[src/rtl/accelerator_dnc_pkg.sv]
// rtl/accelerator_dnc_pkg.sv - shared run-state enum and PLAN sigmoid constants for the DNC read-heads path
package accelerator_dnc_pkg;

    typedef enum logic [1:0] {
        IDLE = 2'd0,
        RUN  = 2'd1,
        DONE = 2'd2
    } run_state_e;

    localparam logic [127:0] PLAN_ZERO = '0;

    // Constants scaled by 2^fract; fract must be at least 5 so every offset stays integral.
    function automatic logic [127:0] plan_one(input int fract);
        return 128'd1 << fract;
    endfunction

    function automatic logic [127:0] plan_bp_hi(input int fract);
        return 128'd5 << fract;
    endfunction

    function automatic logic [127:0] plan_bp_mid(input int fract);
        return 128'd19 << (fract - 3);
    endfunction

    function automatic logic [127:0] plan_bp_lo(input int fract);
        return 128'd1 << fract;
    endfunction

    function automatic logic [127:0] plan_off_hi(input int fract);
        return 128'd27 << (fract - 5);
    endfunction

    function automatic logic [127:0] plan_off_mid(input int fract);
        return 128'd5 << (fract - 3);
    endfunction

    function automatic logic [127:0] plan_off_lo(input int fract);
        return 128'd1 << (fract - 1);
    endfunction

endpackage

[src/rtl/accelerator_plan_sigmoid.sv]
// rtl/accelerator_plan_sigmoid.sv - combinational PLAN sigmoid on signed fixed point, result clamped to [0, ONE]
module accelerator_plan_sigmoid
    import accelerator_dnc_pkg::*;
#(
    parameter int DATA_SIZE  = 64,
    parameter int FRACT_SIZE = 16
) (
    input  logic [DATA_SIZE-1:0] x,
    output logic [DATA_SIZE-1:0] y
);

    localparam logic [DATA_SIZE-1:0] ONE      = DATA_SIZE'(plan_one(FRACT_SIZE));
    localparam logic [DATA_SIZE-1:0] ZERO     = DATA_SIZE'(PLAN_ZERO);
    localparam logic [DATA_SIZE-1:0] BP_HI    = DATA_SIZE'(plan_bp_hi(FRACT_SIZE));
    localparam logic [DATA_SIZE-1:0] BP_MID   = DATA_SIZE'(plan_bp_mid(FRACT_SIZE));
    localparam logic [DATA_SIZE-1:0] BP_LO    = DATA_SIZE'(plan_bp_lo(FRACT_SIZE));
    localparam logic [DATA_SIZE-1:0] OFF_HI   = DATA_SIZE'(plan_off_hi(FRACT_SIZE));
    localparam logic [DATA_SIZE-1:0] OFF_MID  = DATA_SIZE'(plan_off_mid(FRACT_SIZE));
    localparam logic [DATA_SIZE-1:0] OFF_LO   = DATA_SIZE'(plan_off_lo(FRACT_SIZE));
    localparam logic [DATA_SIZE-1:0] MOST_NEG = {1'b1, {(DATA_SIZE-1){1'b0}}};

    logic                 neg;
    logic [DATA_SIZE-1:0] a;
    logic [DATA_SIZE-1:0] mag;
    logic [DATA_SIZE-1:0] res;

    always_comb begin
        neg = x[DATA_SIZE-1];
        a   = neg ? (~x + DATA_SIZE'(1)) : x;

        if (a >= BP_HI) begin
            mag = ONE;
        end else if (a >= BP_MID) begin
            mag = (a >> 5) + OFF_HI;
        end else if (a >= BP_LO) begin
            mag = (a >> 3) + OFF_MID;
        end else begin
            mag = (a >> 2) + OFF_LO;
        end

        res = neg ? (ONE - mag) : mag;

        // The most-negative input has no positive magnitude, so it is pinned to zero.
        if (x == MOST_NEG || res[DATA_SIZE-1]) begin
            y = ZERO;
        end else if (res > ONE) begin
            y = ONE;
        end else begin
            y = res;
        end
    end

endmodule

[src/rtl/accelerator_free_gates_multihead.sv]
// rtl/accelerator_free_gates_multihead.sv - streaming multi-head free-gate unit: run FSM, head counter, registered sigmoid output
// Optional sticky ERROR output enabled by defining ACCELERATOR_FREE_GATES_ERROR_EN.
module accelerator_free_gates_multihead
    import accelerator_dnc_pkg::*;
#(
    parameter int DATA_SIZE    = 64,
    parameter int CONTROL_SIZE = 64,
    parameter int FRACT_SIZE   = 16
) (
    input  logic                    CLK,
    input  logic                    RST,
    input  logic                    START,
    output logic                    READY,
`ifdef ACCELERATOR_FREE_GATES_ERROR_EN
    output logic                    ERROR,
`endif
    input  logic                    F_IN_ENABLE,
    output logic                    F_OUT_ENABLE,
    input  logic [DATA_SIZE-1:0]    SIZE_R_IN,
    input  logic [DATA_SIZE-1:0]    F_IN,
    output logic [DATA_SIZE-1:0]    F_OUT,
    output logic [CONTROL_SIZE-1:0] F_OUT_INDEX
);

    localparam logic [DATA_SIZE-1:0] ZERO = DATA_SIZE'(PLAN_ZERO);

    run_state_e              state_q, state_d;
    logic [DATA_SIZE-1:0]    r_q, r_d;
    logic [CONTROL_SIZE-1:0] cnt_q, cnt_d;
    logic [DATA_SIZE-1:0]    f_out_q, f_out_d;
    logic                    f_en_q, f_en_d;
    logic [CONTROL_SIZE-1:0] idx_q, idx_d;
    logic [DATA_SIZE-1:0]    sig_y;

    accelerator_plan_sigmoid #(
        .DATA_SIZE  (DATA_SIZE),
        .FRACT_SIZE (FRACT_SIZE)
    ) u_sigmoid (
        .x (F_IN),
        .y (sig_y)
    );

    always_comb begin
        state_d = state_q;
        r_d     = r_q;
        cnt_d   = cnt_q;
        f_out_d = f_out_q;
        f_en_d  = 1'b0;
        idx_d   = idx_q;
        case (state_q)
            IDLE: begin
                if (START) begin
                    r_d     = SIZE_R_IN;
                    cnt_d   = '0;
                    state_d = (SIZE_R_IN == '0) ? DONE : RUN;
                end
            end
            RUN: begin
                if (F_IN_ENABLE) begin
                    f_out_d = sig_y;
                    f_en_d  = 1'b1;
                    idx_d   = cnt_q;
                    cnt_d   = cnt_q + CONTROL_SIZE'(1);
                    if (DATA_SIZE'(cnt_d) == r_q) begin
                        state_d = DONE;
                    end
                end
            end
            DONE:    state_d = IDLE;
            default: state_d = IDLE;
        endcase
    end

    always_ff @(posedge CLK) begin
        if (RST) begin
            state_q <= IDLE;
            r_q     <= '0;
            cnt_q   <= '0;
            f_out_q <= ZERO;
            f_en_q  <= 1'b0;
            idx_q   <= '0;
        end else begin
            state_q <= state_d;
            r_q     <= r_d;
            cnt_q   <= cnt_d;
            f_out_q <= f_out_d;
            f_en_q  <= f_en_d;
            idx_q   <= idx_d;
        end
    end

    // DONE is entered on the last accept, so it lines up with the last registered output.
    assign READY        = (state_q == DONE);
    assign F_OUT        = f_out_q;
    assign F_OUT_ENABLE = f_en_q;
    assign F_OUT_INDEX  = idx_q;

`ifdef ACCELERATOR_FREE_GATES_ERROR_EN
    logic error_q, error_d;
    logic err_evt;

    always_comb begin
        err_evt = (F_IN_ENABLE && state_q != RUN) || (START && state_q == RUN);
        error_d = ((START && state_q == IDLE) ? 1'b0 : error_q) | err_evt;
    end

    always_ff @(posedge CLK) begin
        if (RST) begin
            error_q <= 1'b0;
        end else begin
            error_q <= error_d;
        end
    end

    assign ERROR = error_q;
`endif

endmodule

[config.mk]
export PLATFORM = sky130hd
export DESIGN_NAME = accelerator_free_gates_multihead
export DESIGN_NICKNAME = d
export VERILOG_FILES = /design/src/rtl/accelerator_dnc_pkg.sv /design/src/rtl/accelerator_plan_sigmoid.sv /design/src/rtl/accelerator_free_gates_multihead.sv
export SDC_FILE = /design/constraint.sdc
export NUM_CORES = 1
export LEC_CHECK = 0
export ABC_CLOCK_PERIOD_IN_PS = 8100
export BUFFER_PORTS_ARGS = -buffer_cell sky130_fd_sc_hd__buf_2
export CAP_MARGIN = 25
export CORE_ASPECT_RATIO = 0.5
export CORE_MARGIN = 4
export CORE_UTILIZATION = 45
export DETAILED_ROUTE_END_ITERATION = 8
export HOLD_SLACK_MARGIN = 0.08
export PLACE_DENSITY = 0.66
export SYNTH_ARGS = -nofsm -noshare
export SYNTH_HDL_FRONTEND = slang
export SYNTH_SLANG_ARGS = --single-unit
export TNS_END_PERCENT = 30
[constraint.sdc]
create_clock -name CLK -period 8.1 [get_ports CLK]
set_input_delay 0.405 -clock CLK [delete_from_list [all_inputs] [get_ports CLK]]
set_output_delay 0.405 -clock CLK [all_outputs]
set_load 0.1 [all_outputs]
==> results by group <==
Run status
  – Status: complete, no violations

Yosys
  – YS warnings: 0
  – Sequential fraction of the synthesis area: 33.72%
  – Async SR Flop Fraction: 0%
  – #FFs+latches synth: 259
  – Yosys top cell area share: 33.72%
  – EDFF count, synth: 0
  – Most used DFF post-synth: dfxtp_1
  – Syn_nets: 2,221
  – Cell taking the most area after synthesis: dfxtp_1
  – Area contributors post-synth: dfxtp_1 (34%), nand2_1 (9.6%), a21oi_1 (7.1%)
  – Avg Inst Size Synth: 7.396 µm²
  – Post-Syn Area: 15,380 µm²
  – Cells after Synth: 2,079
  – Distinct cells, synth: 85

Clock network
  – Setup Buffers After CTS: 0
  – CTS sink cnt: 259
  – CTS clk-pin slew, worst paths: 0.07 ns
  – H-tree levels: 1
  – Root Buffer: clkbuf_16
  – Clk Latency, worst-skew pair: 0.56 ns
  – Clk buf depth: 3
  – Total CTS buffers: 25
  – CTS tree: yes

Cells and area
  – Multi-input gate area: 9448 µm²
  – Share of cells above drive strength 1: 16.17%
  – Final core utilization: 52.90%
  – Diode count: 0
  – Most common cell after layout, fill and taps aside: nand2_1
  – Final #Nets: 2,375
  – Register area: 5185 µm²
  – Commonest cells after routing, fill and taps aside: nand2_1 (391), buf_2 (260), dfxtp_1 (259)
  – Layout area overhead: 14.91%
  – Layout filler cell count: 3,290

Global route
  – First-pass GRT wire length: 79,940 µm
  – Largest net degree at the start of global routing: 105
  – Total global routing track utilization: 25.25%
  – Antenna violations before repair: 0
  – Grt ovf: 0
  – Vias in the first global route: 14,410

Power
  – Clock share of power: 39.7%
  – Pleak: 6.930 nW
  – Power Internal: 2.078 mW
  – Flop pwr share: 44.8%
  – PwrDens: 165.9 nW/µm²
  – Sw frac: 29.10%
  – Net switching power figure: 852.9 µW
  – Tot Pwr: 2.931 mW
  – Comb power frac: 15.5%
  – Peak VDD IR: 0.0001160 V

Route
  – Drt wl/cell: 18.61 µm
  – Total detailed-routing wirelength: 50,090 µm
  – 1st-pass router iterations: 7
  – DRC violations left: 0
  – Vias: 15,920
  – DR iter-0 viols: 1,639
  – Routed Antenna Nets: 0
  – Vias per inst: 5.914

Worst setup path
  – Worst Setup Start Kind: input pin
  – Max stage delay on crit path: 0.64 ns
  – CP Cell Sequence: buf_2 > inv_1 > ha_1 > or4b_1 > nor3_4 > a21o_1 > xnor2_1 > ha_1 > nand3b_1 > or4b_1 > a21o_2 > o31ai_4 > buf_4 > a21oi_1 > and3_1 > o211ai_1 > ha_1 > inv_1 > a221o_1 > a2111oi_4 > or3b_1 > and2_1 > o21ai_1
  – CP Data Arrival Time: 7.07 ns
  – CP Class: input pin to register
  – CP endpoint kind: register
  – Worst-path fanout max: 26
  – Cell mode on critical path: ha_1
  – CP required: 8.53 ns
  – Critical path's slowest cell: or4b_1

Timing
  – Post-layout min period: 6.641 ns
  – Tcrit/Tclk final: 81.98%
  – Slew headroom: 23.45%
  – Final setup fails: 0
  – Fmax: 150.6 MHz
  – Sum Neg Setup Slack: 0 ns
  – Slew Viols, Final: 0
  – RSZ-0062 raised after global routing: false
  – Final hold violation count: 0
  – Worst Skew: 0.01204 ns
  – Slew @ Worst Pin: 1.138 ns
  – Final hold slack: 0.1044 ns
  – Final WS setup: 1.459 ns

Die
  – Boundary Pins: 262
  – Die Wd: 269.4 µm
  – Die Y: 138.7 µm
  – Die Area: 37,370 µm²
  – Core Area: 33,400 µm²
  – Initial Utilization: 46.04%
  – Rows: 47

Run
  – Max-cap violations: 0

Placement
  – HPWL Detailed: 35,600 µm
  – RePlAce Congestion: 0.9685
  – Place WS: 0.9841 ns
  – I/O Buffers: 261

Hold path
  – Type of the tightest min-delay check: input pin to register
## path summary, 6_finish.rpt
kind / startpoint / to / slack (ns) / cells after the start
min reg2reg: F_OUT[3] / F_OUT[3] / 0.45 / 2
min: SIZE_R_IN[16] / r_q[16] / 0.10 / 3
max: F_IN[0] / F_OUT[11] / 1.46 / 23
max reg2reg: cnt_q[0] / state_q[0] / 2.83 / 13
## repair_timing
action | in CTS | in global routing
endpoints found under the hold margin | 18 | 0
setup endpoints to repair | 0 | 0
resized for setup | 0 | 0
hold buffers | 18 | 0
## flip-flops by register name, indices dropped and copies added (netlist names)
| signal | count |
|---|---|
| F_OUT | 64 |
| F_OUT_ENABLE | 1 |
| F_OUT_INDEX | 64 |
| cnt_q | 64 |
| r_q | 64 |
| state_q | 2 |
## synthesized netlist by cell type (14+ instances only)
library cell / number
a21oi_1: 218
a31oi_1: 19
and2_1: 14
and3_1: 72
and4_1: 15
buf_2: 26
clkbuf_1: 127
dfxtp_1: 259
inv_1: 20
mux2i_1: 18
nand2_1: 394
nand3_1: 56
nand4_1: 52
nor2_1: 146
nor3_1: 56
nor4_1: 72
o211ai_1: 17
o21ai_0: 78
o31ai_1: 17
or3_1: 29
or4_1: 19
xnor2_1: 104
xor2_1: 46
## kinds of logic (layout without fill, tap and decap cells)
logic type,after synthesis,in the layout,synth area share [%]
buffers and inverters,188,360,4.947
AND/OR/NAND/NOR,987,987,31.94
adder cells (fa/ha/maj),10,10,0.8137
AO/OA/AOI/OAI,461,461,18.41
XOR/XNOR,150,150,8.544
multiplexers,24,24,1.635
flip-flops,259,259,33.72
## layer usage
layer  wire length [µm]  up-vias  global-route usage [%]
li1                   -     7728                       -
met1              22670     7502                   35.63
met2              23010      603                   41.02
met3               3294       88                   3.596
met4               1120        0                   5.993
met5                  0        -                       0
## critical path: cells and delay by family
kind,cells,cell delay [ns]
AO/OA/AOI/OAI,8,2.10
XOR/XNOR,1,0.38
AND/OR/NAND/NOR,7,2.74
buffers and inverters,4,0.57
adder cells (fa/ha/maj),3,0.83
## through the flow
| stage | instance area [µm²] | std cells |
|---|---|---|
| finish | 17670 | 2692 |
| CTS | 17670 | 2692 |
| detailed placement | 16690 | 2629 |
| floorplan | 15380 | 2079 |
| global placement | 16690 | 2629 |
| global route | 17670 | 2692 |
## final cells by class
cell class | instances | area share [%]
clock inverter | 9 | 0.3965
inverter | 20 | 0.4249
multi-input combinational | 1632 | 53.47
timing repair buffer | 295 | 9.128
clock buffer | 36 | 4.114
sequential | 259 | 29.34
tap | 441 | 3.123
## power by group through the flow
stage                     logic [mW]  clock network [mW]  registers (mW)
after floorplan                0.294                   0            1.34
after global placement         0.439                   0            1.34
after detailed placement       0.438                   0            1.34
after CTS                      0.447                1.19            1.31
after global routing           0.497                1.25            1.32
final                          0.454                1.16            1.31
Note: power is estimated with default switching activity, not from simulation.
